**src/rtl/spu_dual_issue_unit.sv**
```systemverilog
// Issue stage for the dual-issue SPU-lite core: steers decoded pairs to the even/odd pipes,
// splits hazarding pairs over two cycles. Optional issue counters under `ISSUE_STATS_EN.
module spu_dual_issue_unit #(
  parameter int REG_AW = 7,
  parameter int IMM_W  = 18
) (
  input  logic              clk,
  input  logic              reset,
  input  logic              in_valid,
  output logic              in_ready,
  input  logic [6:0]        op0,
  input  logic [6:0]        op1,
  input  logic [REG_AW-1:0] rt0,
  input  logic [REG_AW-1:0] ra0,
  input  logic [REG_AW-1:0] rb0,
  input  logic [REG_AW-1:0] rc0,
  input  logic [REG_AW-1:0] rt1,
  input  logic [REG_AW-1:0] ra1,
  input  logic [REG_AW-1:0] rb1,
  input  logic [REG_AW-1:0] rc1,
  input  logic [2:0]        src_v0,
  input  logic [2:0]        src_v1,
  input  logic              wr_v0,
  input  logic              wr_v1,
  input  logic [IMM_W-1:0]  imm0,
  input  logic [IMM_W-1:0]  imm1,
  input  logic              stall,
  input  logic              flush,
  output logic              even_valid,
  output logic              odd_valid,
  output logic [6:0]        even_op,
  output logic [6:0]        odd_op,
  output logic [REG_AW-1:0] even_rt,
  output logic [REG_AW-1:0] even_ra,
  output logic [REG_AW-1:0] even_rb,
  output logic [REG_AW-1:0] even_rc,
  output logic [REG_AW-1:0] odd_rt,
  output logic [REG_AW-1:0] odd_ra,
  output logic [REG_AW-1:0] odd_rb,
  output logic [REG_AW-1:0] odd_rc,
  output logic              even_wr_v,
  output logic              odd_wr_v,
  output logic [IMM_W-1:0]  even_imm,
  output logic [IMM_W-1:0]  odd_imm,
  output logic              halted,
  output logic              illegal
`ifdef ISSUE_STATS_EN
  ,
  output logic [31:0]       dual_cnt,
  output logic [31:0]       single_cnt
`endif
);

  localparam logic [6:0] OP_STOP = 7'd92;
  localparam logic [6:0] OP_NOPX = 7'd93;

  typedef enum logic {RUN, SPLIT} state_t;

  typedef struct packed {
    logic [6:0]        op;
    logic [REG_AW-1:0] rt;
    logic [REG_AW-1:0] ra;
    logic [REG_AW-1:0] rb;
    logic [REG_AW-1:0] rc;
    logic              wr_v;
    logic [IMM_W-1:0]  imm;
  } slot_t;

  function automatic logic is_illegal(input logic [6:0] op);
    return (op == 7'd0) || (op == 7'd8) || (op >= 7'd95);
  endfunction

  function automatic logic is_odd(input logic [6:0] op);
    return ((op >= 7'd67) && (op <= 7'd92)) || (op == 7'd94);
  endfunction

  state_t     state;
  slot_t      even_q, odd_q, hold;
  logic       hold_odd;
  slot_t      s0, s1;
  logic       ill0, ill1, odd0, odd1, stop0, stop1;
  logic [2:0] src1;
  logic       raw, waw, conflict, accept;

  // slot0's source bits never matter: it is always the older instruction.
  logic unused_src0;
  assign unused_src0 = ^src_v0;

  // Illegal opcodes become a non-writing no-op and classify as even.
  always_comb begin
    ill0     = is_illegal(op0);
    ill1     = is_illegal(op1);
    odd0     = is_odd(op0);
    odd1     = is_odd(op1);
    stop0    = (op0 == OP_STOP);
    stop1    = (op1 == OP_STOP);
    s0.op    = ill0 ? OP_NOPX : op0;
    s0.rt    = rt0;
    s0.ra    = ra0;
    s0.rb    = rb0;
    s0.rc    = rc0;
    s0.wr_v  = wr_v0 && !ill0;
    s0.imm   = imm0;
    s1.op    = ill1 ? OP_NOPX : op1;
    s1.rt    = rt1;
    s1.ra    = ra1;
    s1.rb    = rb1;
    s1.rc    = rc1;
    s1.wr_v  = wr_v1 && !ill1;
    s1.imm   = imm1;
    src1     = ill1 ? 3'b000 : src_v1;
    raw      = s0.wr_v && ((src1[2] && (ra1 == rt0)) ||
                           (src1[1] && (rb1 == rt0)) ||
                           (src1[0] && (rc1 == rt0)));
    waw      = s0.wr_v && s1.wr_v && (rt0 == rt1);
    conflict = (odd0 == odd1) || raw || waw;
  end

  assign in_ready = (state == RUN) && !stall && !halted && !flush;
  assign accept   = in_valid && in_ready;

  always_ff @(posedge clk or posedge reset) begin
    if (reset) begin
      state      <= RUN;
      even_q     <= '0;
      odd_q      <= '0;
      hold       <= '0;
      hold_odd   <= 1'b0;
      even_valid <= 1'b0;
      odd_valid  <= 1'b0;
      halted     <= 1'b0;
      illegal    <= 1'b0;
    end else if (flush) begin
      even_valid <= 1'b0;
      odd_valid  <= 1'b0;
      hold       <= '0;
      hold_odd   <= 1'b0;
      state      <= RUN;
    end else if (!stall) begin
      case (state)
        RUN: begin
          if (accept) begin
            even_valid <= !odd0 || (!stop0 && !conflict && !odd1);
            odd_valid  <= odd0 || (!stop0 && !conflict && odd1);
            if (odd0) odd_q <= s0;
            else      even_q <= s0;
            if (stop0) begin
              halted  <= 1'b1;
              illegal <= illegal | ill0;
            end else if (conflict) begin
              hold     <= s1;
              hold_odd <= odd1;
              state    <= SPLIT;
              illegal  <= illegal | ill0 | ill1;
            end else begin
              if (odd1) odd_q <= s1;
              else      even_q <= s1;
              if (stop1) halted <= 1'b1;
              illegal <= illegal | ill0 | ill1;
            end
          end else begin
            even_valid <= 1'b0;
            odd_valid  <= 1'b0;
          end
        end
        SPLIT: begin
          even_valid <= !hold_odd;
          odd_valid  <= hold_odd;
          if (hold_odd) odd_q <= hold;
          else          even_q <= hold;
          if (hold.op == OP_STOP) halted <= 1'b1;
          hold     <= '0;
          hold_odd <= 1'b0;
          state    <= RUN;
        end
        default: state <= RUN;
      endcase
    end
  end

`ifdef ISSUE_STATS_EN
  always_ff @(posedge clk or posedge reset) begin
    if (reset) begin
      dual_cnt   <= '0;
      single_cnt <= '0;
    end else if (!flush && !stall) begin
      if (state == SPLIT)
        single_cnt <= single_cnt + 32'd1;
      else if (accept) begin
        if (stop0 || conflict) single_cnt <= single_cnt + 32'd1;
        else                   dual_cnt   <= dual_cnt + 32'd1;
      end
    end
  end
`endif

  assign even_op   = even_q.op;
  assign even_rt   = even_q.rt;
  assign even_ra   = even_q.ra;
  assign even_rb   = even_q.rb;
  assign even_rc   = even_q.rc;
  assign even_wr_v = even_q.wr_v;
  assign even_imm  = even_q.imm;
  assign odd_op    = odd_q.op;
  assign odd_rt    = odd_q.rt;
  assign odd_ra    = odd_q.ra;
  assign odd_rb    = odd_q.rb;
  assign odd_rc    = odd_q.rc;
  assign odd_wr_v  = odd_q.wr_v;
  assign odd_imm   = odd_q.imm;

endmodule

```
**config.mk**
```make
export PLATFORM = sky130hd
export DESIGN_NAME = spu_dual_issue_unit
export DESIGN_NICKNAME = d
export VERILOG_FILES = /design/src/rtl/spu_dual_issue_unit.sv
export SDC_FILE = /design/constraint.sdc
export NUM_CORES = 1
export LEC_CHECK = 0
export ABC_AREA = 1
export CAP_MARGIN = 20
export CORE_ASPECT_RATIO = 1.4
export CORE_MARGIN = 2
export CORE_UTILIZATION = 40
export CTS_CLUSTER_SIZE = 24
export DETAILED_ROUTE_END_ITERATION = 7
export GPL_ROUTABILITY_DRIVEN = 0
export SLEW_MARGIN = 25
export SYNTH_ARGS = -nofsm -noshare
export SYNTH_HDL_FRONTEND = slang
export SYNTH_SLANG_ARGS = --single-unit
```
**constraint.sdc**
```tcl
create_clock -name clk -period 7.12 [get_ports clk]
set_clock_uncertainty 0.15 [all_clocks]
set_input_delay 1.424 -clock clk [delete_from_list [all_inputs] [get_ports clk]]
set_output_delay 1.424 -clock clk [all_outputs]
set_load 0.02 [all_outputs]
```
==> results by group <==
Cells and area
  – Synth-to-Final Area Change: 25.5%
  – Layout cell share with drive strength beyond 1: 0.0449
  – Largest Register: hold
  – Ant. Diodes: 0
  – Max reg flops: 54
  – Final Net Count: 2109
  – Final Util: 0.508
  – Filler cells: 2897

Critical path
  – Worst Setup End Kind: primary output
  – Slowest-stage cell, CP: clkdlybuf4s50_1
  – Sum of buffers and inverters on the critical path: 3
  – WP data required: about 5600 ps
  – CP delay by family, top: buffers and inverters
  – WP data arrival: between 3000 and 4000 ps
  – Most Frequent Cell on Critical Path: clkdlybuf4s50_1
  – CP Max Fanout: 7
  – Startpoint types: input port
  – WS Path Type: in2out
  – Crit-path max cell delay: about 630 ps
  – Crit-path cells: clkdlybuf4s50_1 > nor2_4 > inv_2 > nor3_2 > clkdlybuf4s50_1

Logic synthesis
  – Post-synth EDFFs: 0
  – Fraction of registers with async set/reset: 1.00
  – Yosys reg bits: 168
  – Seq/Total Area, Yosys: 0.368
  – Synth Warn #: 0
  – Avg Cell Area, Syn: 6.19 sq um
  – Top cells by area, synth: dfrtp_1 37%, nand2_1 19%, nand3_1 12%
  – Syn Inst Count: 1846
  – Mapped Area: 11400 sq um
  – Total nets after synthesis: 1965
  – Netlist cell types: 30
  – Synth top area share: 0.368
  – Yosys top cell by area: dfrtp_1
  – Primary FF master, synth: dfrtp_1

Clock tree
  – Clk sinks: approximately 170
  – Root Driver: clkbuf_16
  – # H-tree levels: 4
  – Worst-Skew Late Latency: 440 ps
  – Clock tree buffer depth: 2
  – CTS hold repair buffers: 0
  – Clock transition at path regs: 60 ps
  – Post-CTS sizing: 0
  – CTS tree: built
  – CTS Buf Count: 17
  – Post-CTS setup buffers: 0

Floorplanning
  – Die X: 147 um
  – Core area: 28200 sq um
  – Top-level port count: 232
  – Die Ht: 204 um
  – DIE AREA: 29900 sq um
  – Row cnt: 73
  – Initial Util: 0.405

Timing
  – Period minus WS final: 4600 ps
  – Setup slack after layout: 2520 ps
  – Fraction of the cycle the final worst path needs: 0.646
  – Hold Vio Cnt, Final: 0
  – Setup tns final: 0 ps
  – FMAX: about 220 MHz
  – Measured slew at the worst slew-check pin: 1080 ps
  – Setup-failing EPs final: 0
  – Max-slew violations: 0
  – Unrepaired setup endpoints after global routing: false
  – Slew margin rel.: 0.279

Outcome
  – Status: completed

Global route
  – First-pass GRT wire length: 68400 um
  – Vias in the first global route: between 10000 and 15000
  – GRT Residual Overflow: 0
  – Initial antenna violation count: 0
  – Gr usage total: 0.293
  – Largest net degree at the start of global routing: 95

Detailed routing
  – Routed Antenna Nets: 0
  – DR WL/cell: about 18 um
  – Vias per inst: 5.36
  – Routed wire length: 43600 um
  – Via Count: 12700
  – Iter 0 DRT Violations: 1014
  – Final routed DRC violation total: 0
  – TritonRoute pass-1 iters: 6

Placed design
  – PortBufs: 228
  – DP HPWL: 25200 um
  – Pre-CTS setup slack: 2300 ps

Power
  – Pleak: 7.86 nW
  – PD cells: 181 nW/um^2
  – Total power draw: 0.00260 W
  – Peak VDD IR: approximately 0.00018 V

Flow run
  – Max Cap Violations: 0

Min path
  – Hold Crit Class: reg2reg
==> cell families after synthesis <==
group / count (synthesis) / synth area share
buffers and inverters: 306 / 0.113
and+or+nand+nor: 1229 / 0.454
AOI/OAI and AO/OA: 143 / 0.0650
DFF: 168 / 0.368
==> path summary, 6_finish.rpt <==
path                                      start                      end  slack [ps]  cells after the start
max reg2reg                   state$_DFFE_PP0N_    odd_rc[3]$_DFFE_PP0P_        3920                      7
min                        hold[13]$_DFFE_PP0P_     hold[13]$_DFFE_PP0P_         320                      2
max                                       flush                 in_ready        2520                      5
max in group asynchronous                 reset     hold[18]$_DFFE_PP0P_        4140                      3
min in group asynchronous                 reset  odd_imm[15]$_DFFE_PP0P_        1400                      2
min reg2reg                hold[13]$_DFFE_PP0P_     hold[13]$_DFFE_PP0P_         320                      2
==> through the flow <==
step                      cells  hold slack, ps  cell area [sq um]
after floorplan            1846             292              11400
after global placement     2346             303              13700
after detailed placement   2346             308              13700
after CTS                  2378             324              14300
after global routing       2378             346              14300
final                      2378             322              14300
==> Yosys cell counts (all sizes together) (3+ instances only) <==
master / count
dfrtp: 168
buf: 73
nor2: 313
clkbuf: 48
nand2: 577
a21oi: 113
nand3b: 5
o21ai: 26
nand4: 56
nor3: 6
or2: 3
inv: 184
nand3: 269
==> cell usage in the layout, fill, tap and decap left out, drive strengths merged, types with 2 or more instances in the layout <==
master	count
a21oi	113
buf	18
bufinv	2
clkbuf	21
clkdlybuf4s50	228
clkinv	5
clkinvlp	4
dfrtp	168
inv	185
nand2	577
nand3	269
nand3b	5
nand4	56
nor2	313
nor3	6
o21ai	26
or2	3
==> power by group <==
part / internal, W / switching, W
logic: 0.000230 / 0.000351
clock network: 0.000535 / 0.000421
registers: 0.00102 / 0.0000466
==> layer usage <==
metal	share of wire	vias up	GRT usage	routed length [um]
met5	0	-	0	0
met4	0.033	0	0.114	1420
met3	0.074	94	0.0431	3240
met2	0.48	591	0.510	21100
met1	0.41	5949	0.366	17800
li1	-	6109	-	-
==> area by class of cell <==
class,count,area (sq um),area share
Clock buffer,21,460,0.0321
Inverter,185,703,0.0491
Tap cell,375,469,0.0327
Clock inverter,11,123,0.00856
Multi-Input combinational cell,1372,5950,0.415
Sequential cell,168,4210,0.294
Timing Repair Buffer,246,2420,0.169
==> worst register-to-register path: cells and delay by family, from the launching register on <==
kind / cells / cell delay (ps)
AO/OA/AOI/OAI: 2 / 260
AND/OR/NAND/NOR: 1 / 70
buffers and inverters: 4 / 2210
flip-flops: 1 / 420
Power figures use the tool's default switching activity.
